`config.mk`:
```
export PLATFORM = sky130hd
export DESIGN_NAME = id_ex_pipe_buffer
export DESIGN_NICKNAME = d
export VERILOG_FILES = /design/src/rtl/id_ex_pipe_buffer.sv
export SDC_FILE = /design/constraint.sdc
export NUM_CORES = 1
export LEC_CHECK = 0
export CAP_MARGIN = 0
export CORE_AREA = 5 5 156 158
export DETAILED_ROUTE_END_ITERATION = 8
export DIE_AREA = 0 0 161 163
export PLACE_DENSITY_LB_ADDON = 0.1
export SYNTH_ARGS = -nofsm -noshare
export SYNTH_HDL_FRONTEND = slang
export SYNTH_SLANG_ARGS = --single-unit
```
`constraint.sdc`:
```
create_clock -name clk -period 33.8 [get_ports clk]
set_clock_uncertainty 0.1 [all_clocks]
set_input_delay 5.07 -clock clk [delete_from_list [all_inputs] [get_ports clk]]
set_output_delay 5.07 -clock clk [all_outputs]
set_load 0.02 [all_outputs]
```
`src/rtl/id_ex_pipe_buffer.sv`:
```
// Elastic ID->EXE pipeline buffer: DEPTH-entry circular FIFO with valid/ready on both sides
// and a synchronous flush for branch squashing.
module id_ex_pipe_buffer #(
    parameter int DATA_W = 150,
    parameter int DEPTH  = 2,
    parameter int CNT_W  = $clog2(DEPTH + 1)
) (
    input  logic              clk,
    input  logic              rst,
    input  logic              flush,
    input  logic              in_valid,
    output logic              in_ready,
    input  logic [DATA_W-1:0] in_data,
    output logic              out_valid,
    input  logic              out_ready,
    output logic [DATA_W-1:0] out_data,
    output logic [CNT_W-1:0]  count
);

    localparam int PTR_W = (DEPTH > 1) ? $clog2(DEPTH) : 1;
    localparam logic [PTR_W-1:0] LAST_IDX = PTR_W'(DEPTH - 1);

    logic [DATA_W-1:0] mem [DEPTH];
    logic [PTR_W-1:0]  wp;
    logic [PTR_W-1:0]  rp;
    logic              push;
    logic              pop;

    // Ready comes from registered occupancy only, so full + out_ready never lets a beat through.
    assign in_ready  = (count < CNT_W'(DEPTH));
    assign out_valid = (count != '0);
    assign push      = in_valid & in_ready & ~flush;
    assign pop       = out_valid & out_ready & ~flush;

    // A bubble must present all-zero payload so no stray stage enables leak downstream.
    assign out_data  = out_valid ? mem[rp] : '0;

    always_ff @(posedge clk or negedge rst) begin
        if (!rst) begin
            count <= '0;
            wp    <= '0;
            rp    <= '0;
        end else if (flush) begin
            count <= '0;
            wp    <= '0;
            rp    <= '0;
        end else begin
            if (push) begin
                wp <= (wp == LAST_IDX) ? '0 : wp + PTR_W'(1);
            end
            if (pop) begin
                rp <= (rp == LAST_IDX) ? '0 : rp + PTR_W'(1);
            end
            if (push && !pop) begin
                count <= count + CNT_W'(1);
            end else if (pop && !push) begin
                count <= count - CNT_W'(1);
            end
        end
    end

    // Payload storage is deliberately left out of reset and flush.
    always_ff @(posedge clk) begin
        if (push) begin
            mem[wp] <= in_data;
        end
    end

endmodule
```
==> impl_metrics.yaml, run 1 <==
status:
  status: "finished clean"
clock_tree:
  ctsHoldBuffers: 0
  cts_setup_buffers: 0
  cts-root-buf: "clkbuf_16"
  tritoncts: "yes"
  cts_resized: 0
  h-tree-depth: 1
  cts_max_path_buffers: 3
  cts_sinks: 304
  cts_buffers: 30
  clk_latency_ns: 0.53
  clk_pin_slew_ns: 0.06
worst_setup_path:
  r2r-start: "count[1]"
  path_delay_family: "buffers and inverters"
  cp-end-kind: "primary output"
  slowest_stage: "buf_4"
  crit_required_ns: 28.63
  path_depth: 4
  crit_path_start_kind: "register"
  endpoint: "out_data[39]"
  cp-startpoint: "rp"
  arrival_ns: 3.33
  cp_cell_sequence: "buf_4, mux2i_1, nor2_1, clkdlybuf4s50_1"
  worst-path-buf-inv: 2
  reg2reg_slack_ns: 31.14
  critical_path_class: "reg -> out"
  path_max_fanout: 61
  slowest_delay_ns: 0.91
  r2r-end: "mem[1][106]"
  r2r_cells: 4
route:
  drtAntennaViolNets: 0
  drt-total-wl_mm: 25.0
  routed-via-count: 6528
  first_pass_iters: 5
  drt-vias-per-instance: 5.08
  avgRoutedWirePerCell_um: 19.5
  remaining_drc_errors: 0
  initialDrtViolationCount: 449
floorplan:
  start_util_pct: 50.3
  io_pins: 309
  dieWidth_um: 161
  die_h_um: 163
  core-area_sq_um: 23000
  row_count: 56
  design.die.area_sq_um: 26200
grt:
  met1_usage_pct: 23.5
  grt_usage_pct: 18.4
  grtUsageMet3_pct: 5.14
  top_usage_layer: "met2"
  grt_pass1_wl_mm: 38.1
  grt_max_degree: 92
  grt_pass1_vias: 6933
  grt_antenna_before_repair: 1
  use_met2_pct: 31.6
  grt_overflow: 0
power_and_ir_drop:
  p_sw_mw: 0.187
  clockPowerShare_pct: 35.1
  vdd_drop_max_mv: 0.0404
  internal-power_mw: 0.648
  p_sw_share_pct: 22.4
  power_density_nw_per_um2: 53.2
  p_leak_nw: 5.12
  power_mw: 0.834
  p_seq_share_pct: 52.4
  combPwrFrac_pct: 12.6
logic_synthesis:
  yosys.area_share.simple_pct: 5.34
  synth_top_area_share_pct: 77.9
  ys_warn_count: 0
  synth_top_area_cell: "edfxtp_1"
  synth-compound-area-share_pct: 0.173
  synth_top_family_by_area: "multiplexers"
  synthAdderAreaFrac_pct: 0
  ys_types: 19
  synth_cells: 656
  ys_seq_area_share_pct: 78.8
  synth_seq_cells: 304
  synthMuxAreaShare_pct: 13.1
  synth_xor_area_share_pct: 0.151
  synth_area_sq_um: 11600
  avgSynthCellArea_sq_um: 17.6
  synth.area.top_cells: "edfxtp_1 78%, mux2i_1 13%, nor2_1 4.9%"
  syn_nets: 811
timing:
  fin_crit_sh_pct: 25.2
  finalCriticalPeriod_ns: 8.50
  hold_viol_final: 0
  fmax_ghz: 0.118
  rsz0062_at_grt: "false"
  max_slew_margin_pct: 27.9
  tns_ns: 0
  setup_viol: 0
  drv_slew: 0
  worst_pin_slew_ns: 1.08
finish:
  seq_area_sq_um: 9110
  fin_nets: 1128
  diodes: 0
  multi_input_area_sq_um: 2180
  fillerInstances: 1610
  postLayoutCoreUtil_pct: 68.3
  drive_gt1_share_pct: 5.03
  syn2layout_area_growth_pct: 35.7
  stdcell_area_sq_um: 15700
placed_design:
  port-buffer-count: 308
  post_dp_cell_area_sq_um: 14800
  place_congestion: 0.802
  dp_hpwl_mm: 16.6
run:
  cap_violations: 0
hold_path:
  hp-class: "reg -> reg"
  hold_depth: 2
-- per-stage QoR --
stage,hold WS (ns),instances,setup slack (ns)
floorplan,0.419,656,16.76
global route,0.524,1285,25.11
CTS,0.487,1285,25.24
global placement,0.452,1231,25.86
finish,0.492,1285,25.30
detailed placement,0.467,1231,25.84
-- synthesized netlist by cell type --
master,count
nor2_2,1
edfxtp_1,300
nor3b_1,1
clkbuf_1,2
mux2i_1,150
dfrtp_1,4
inv_1,2
buf_4,7
nor2_1,152
buf_8,10
xor2_1,2
nand2_1,1
mux2_2,1
o21ai_0,2
nor2b_1,2
nor3_1,1
buf_2,14
nand2b_1,2
a21oi_1,2
-- worst min-delay path: cells and delay by family, from the launching register on --
| kind | cells | cell delay [ns] |
|---|---|---|
| AND/OR/NAND/NOR | 1 | 0.08 |
| XOR/XNOR | 1 | 0.09 |
| flip-flops | 1 | 0.38 |
-- area by class of cell --
| type | instances | area share [%] |
|---|---|---|
| clock buffers | 36 | 5.06 |
| clock inverters | 18 | 0.478 |
| inverters | 2 | 0.0478 |
| multi-input cells | 317 | 13.9 |
| flip-flops and latches | 304 | 58.1 |
| well taps | 290 | 2.31 |
| repair buffers | 318 | 20.1 |
-- registers in the layout, summed over array words and instances, names as in the netlist --
| name | count |
|---|---|
| mem | 300 |
| rp | 1 |
| wp | 1 |
| count | 2 |
-- power groups by stage --
| stage | clock network (mW) | registers (mW) | logic (mW) |
|---|---|---|---|
| 2_1_floorplan | 0 | 0.448 | 0.0548 |
| 3_3_place_gp | 0 | 0.444 | 0.104 |
| 3_5_place_dp | 0 | 0.445 | 0.106 |
| 4_1_cts | 0.301 | 0.437 | 0.107 |
| 5_1_grt | 0.317 | 0.438 | 0.112 |
| 6_report | 0.292 | 0.437 | 0.105 |
-- worst min-delay path by stage --
| stage | end | from | slack (ns) |
|---|---|---|---|
| floorplan | wp | wp | 0.42 |
| detailed placement | wp | wp | 0.47 |
| CTS | wp | wp | 0.49 |
| global route | wp | wp | 0.52 |
| global placement | wp | wp | 0.45 |
| finish | wp | wp | 0.49 |
-- routing by layer --
metal | up-vias | wire, um
met2 | 246 | 12700
met3 | 38 | 2000
met4 | 2 | 480
met1 | 3167 | 9860
li1 | 3075 | -
met5 | - | 11
-- logic make-up after synthesis --
kind of cell,after synthesis
xor+xnor,2
simple gates,160
compound gates,4
buf+inv,35
flops,304
mux,151
-- placed cells by master (no fill, tap or decap), types with 2 or more instances in the layout --
master / instances
clkbuf_1: 5
mux2i_1: 150
clkbuf_16: 31
nor2b_1: 2
clkinv_2: 3
nor2_1: 152
xor2_1: 2
edfxtp_1: 300
dfrtp_1: 3
a21oi_1: 2
clkdlybuf4s50_1: 308
nand2b_1: 2
clkinv_1: 14
inv_1: 2
buf_4: 10
o21ai_0: 2
(Power assumes the default switching activity.)
==> run 2, diff against run 1 <==
- CORE_AREA: 5 5 156 158 -> 5 5 162 164
- DIE_AREA: 0 0 161 163 -> 0 0 167 169
- clock period: 33.8 -> 8.1 ns (I/O delays scaled with it)
==> run 2 against run 1 <==
Net effect:
- via count down 0.64%
- power rose to 4.3 times the previous value
- sequential share of layout area down 0.47 points
- global-route usage down 1.6 points
- flip-flop and latch count unchanged
- non-clock buffer count down 2
- critical path type unchanged
- highest routed layer is now met4
==> impl_metrics.yaml, run 2 (synthesis results as in run 1) <==
status:
  status: "finished clean"
route:
  initialDrtViolationCount: 404
  first_pass_iters: 4
  routed-via-count: 6486
  avgRoutedWirePerCell_um: 18.8
  drt-total-wl_mm: 25.0
  drtAntennaViolNets: 0
  remaining_drc_errors: 0
  drt-vias-per-instance: 4.90
worst_setup_path:
  cp-startpoint: "rp"
  crit_path_start_kind: "register"
  arrival_ns: 3.28
  cp_cell_sequence: "buf_12, mux2i_1, nor2_1, clkdlybuf4s50_1"
  r2r-start: "count[1]"
  crit_required_ns: 6.78
  slowest_delay_ns: 0.87
  critical_path_class: "reg -> out"
  cp-end-kind: "primary output"
  slowest_stage: "dfrtp_4"
  path_max_fanout: 114
grt:
  top_usage_layer: "met2"
  grt_max_degree: 115
  grt_pass1_vias: 6816
  grt_overflow: 0
  met1_usage_pct: 21.1
  grtUsageMet3_pct: 5.51
  use_met2_pct: 28.7
  grt_pass1_wl_mm: 37.6
  grt_usage_pct: 16.8
  grt_antenna_before_repair: 1
floorplan:
  row_count: 58
  design.die.area_sq_um: 28200
  dieWidth_um: 167
  die_h_um: 169
  start_util_pct: 46.7
  core-area_sq_um: 24700
  io_pins: 309
timing:
  layout_setup_ws_ns: 3.51
  fmax_ghz: 0.218
  drv_slew: 0
  fin_crit_sh_pct: 56.7
  worst_pin_slew_ns: 1.08
  hold_viol_final: 0
  setup_viol: 0
  max_slew_margin_pct: 27.7
  tns_ns: 0
  finalCriticalPeriod_ns: 4.59
  rsz0062_at_grt: "false"
clock_tree:
  cts_buffers: 31
  cts-root-buf: "clkbuf_16"
  clk_latency_ns: 0.53
  cts_setup_buffers: 0
  cts_max_path_buffers: 3
  tritoncts: "yes"
  cts_resized: 0
  h-tree-depth: 1
  cts_sinks: 304
  ctsHoldBuffers: 0
  clk_pin_slew_ns: 0.06
finish:
  largest_reg_flops: 300
  drive_gt1_share_pct: 5.33
  top_register: "mem"
  final_cell_mix: "308 x clkdlybuf4s50_1, 300 x edfxtp_1, 152 x nor2_1"
  final_common_cell: "clkdlybuf4s50_1"
  fin_nets: 1127
  syn2layout_area_growth_pct: 36.8
  top_regs: "mem: 300 flops, count: 2 flops"
hold_path:
  hp-start: "wp"
  hp-class: "reg -> reg"
placed_design:
  port-buffer-count: 308
  place_ws_ns: 3.96
  place_congestion: 0.784
  dp_hpwl_mm: 15.8
power_and_ir_drop:
  p_leak_nw: 5.15
  vdd_drop_max_mv: 0.166
  power_density_nw_per_um2: 225
run:
  cap_violations: 0
run 2: cell types whose count changed in the layout (fill, tap and decap cells not counted), moves of 3 or more:
cell / change
clkinv_1: -13
clkbuf_1: +9
buf_4: -3
clkbuf_8: +3
run 2: per-layer routing:
metal  part of all wire, %  up-vias  wire length (um)
met5                     0        -                 0
met4                   1.8        0               445
met3                   8.6       35              2150
met2                    49      220             12200
met1                    41     3158             10200
li1                      -     3073                 -
run 2: critical path, delay by kind of cell, from the launching register on:
family	cells	cell delay (ns)
buf+inv	2	1.40
flops	1	0.87
simple gates	1	0.23
mux	1	0.17
run 2: final cells by class:
type	instances	area (sq um)
diodes	1	2.50
fillers	1852	8920
clock buffers	48	870
repair buffers	316	3160
clock inverters	7	65.1
flip-flops and latches	304	9110
multi-input cells	317	2200
inverters	2	7.51
well taps	330	413
run 2: worst paths after layout:
check,slack [ns],endpoint,cells after the start
worst max-delay path,3.51,out_data[32],4
worst min-delay path,0.56,wp,2
worst max register to register,5.13,mem[1][25],3
worst min register to register,0.56,wp,2
max in group asynchronous,6.89,rp,1
min in group asynchronous,0.80,count[0],1
run 2: power breakdown:
part | switching [mW] | internal, mW | leakage, nW | total [mW]
clock | 0.540 | 0.765 | 0.458 | 1.30
sequential | 0.0219 | 1.80 | 2.80 | 1.82
combinational | 0.226 | 0.211 | 1.89 | 0.438
run 2: through the flow:
step	power [mW]	hold slack (ns)	instance area [sq um]	utilization (%)	cells
CTS	3.61	0.562	15800	63.9	1324
global placement	2.30	0.513	14900	60.1	1269
floorplan	2.09	0.436	11600	-	656
detailed placement	2.30	0.521	14900	60.1	1269
finish	3.57	0.563	15800	63.9	1325
global route	3.70	0.588	15800	63.9	1325
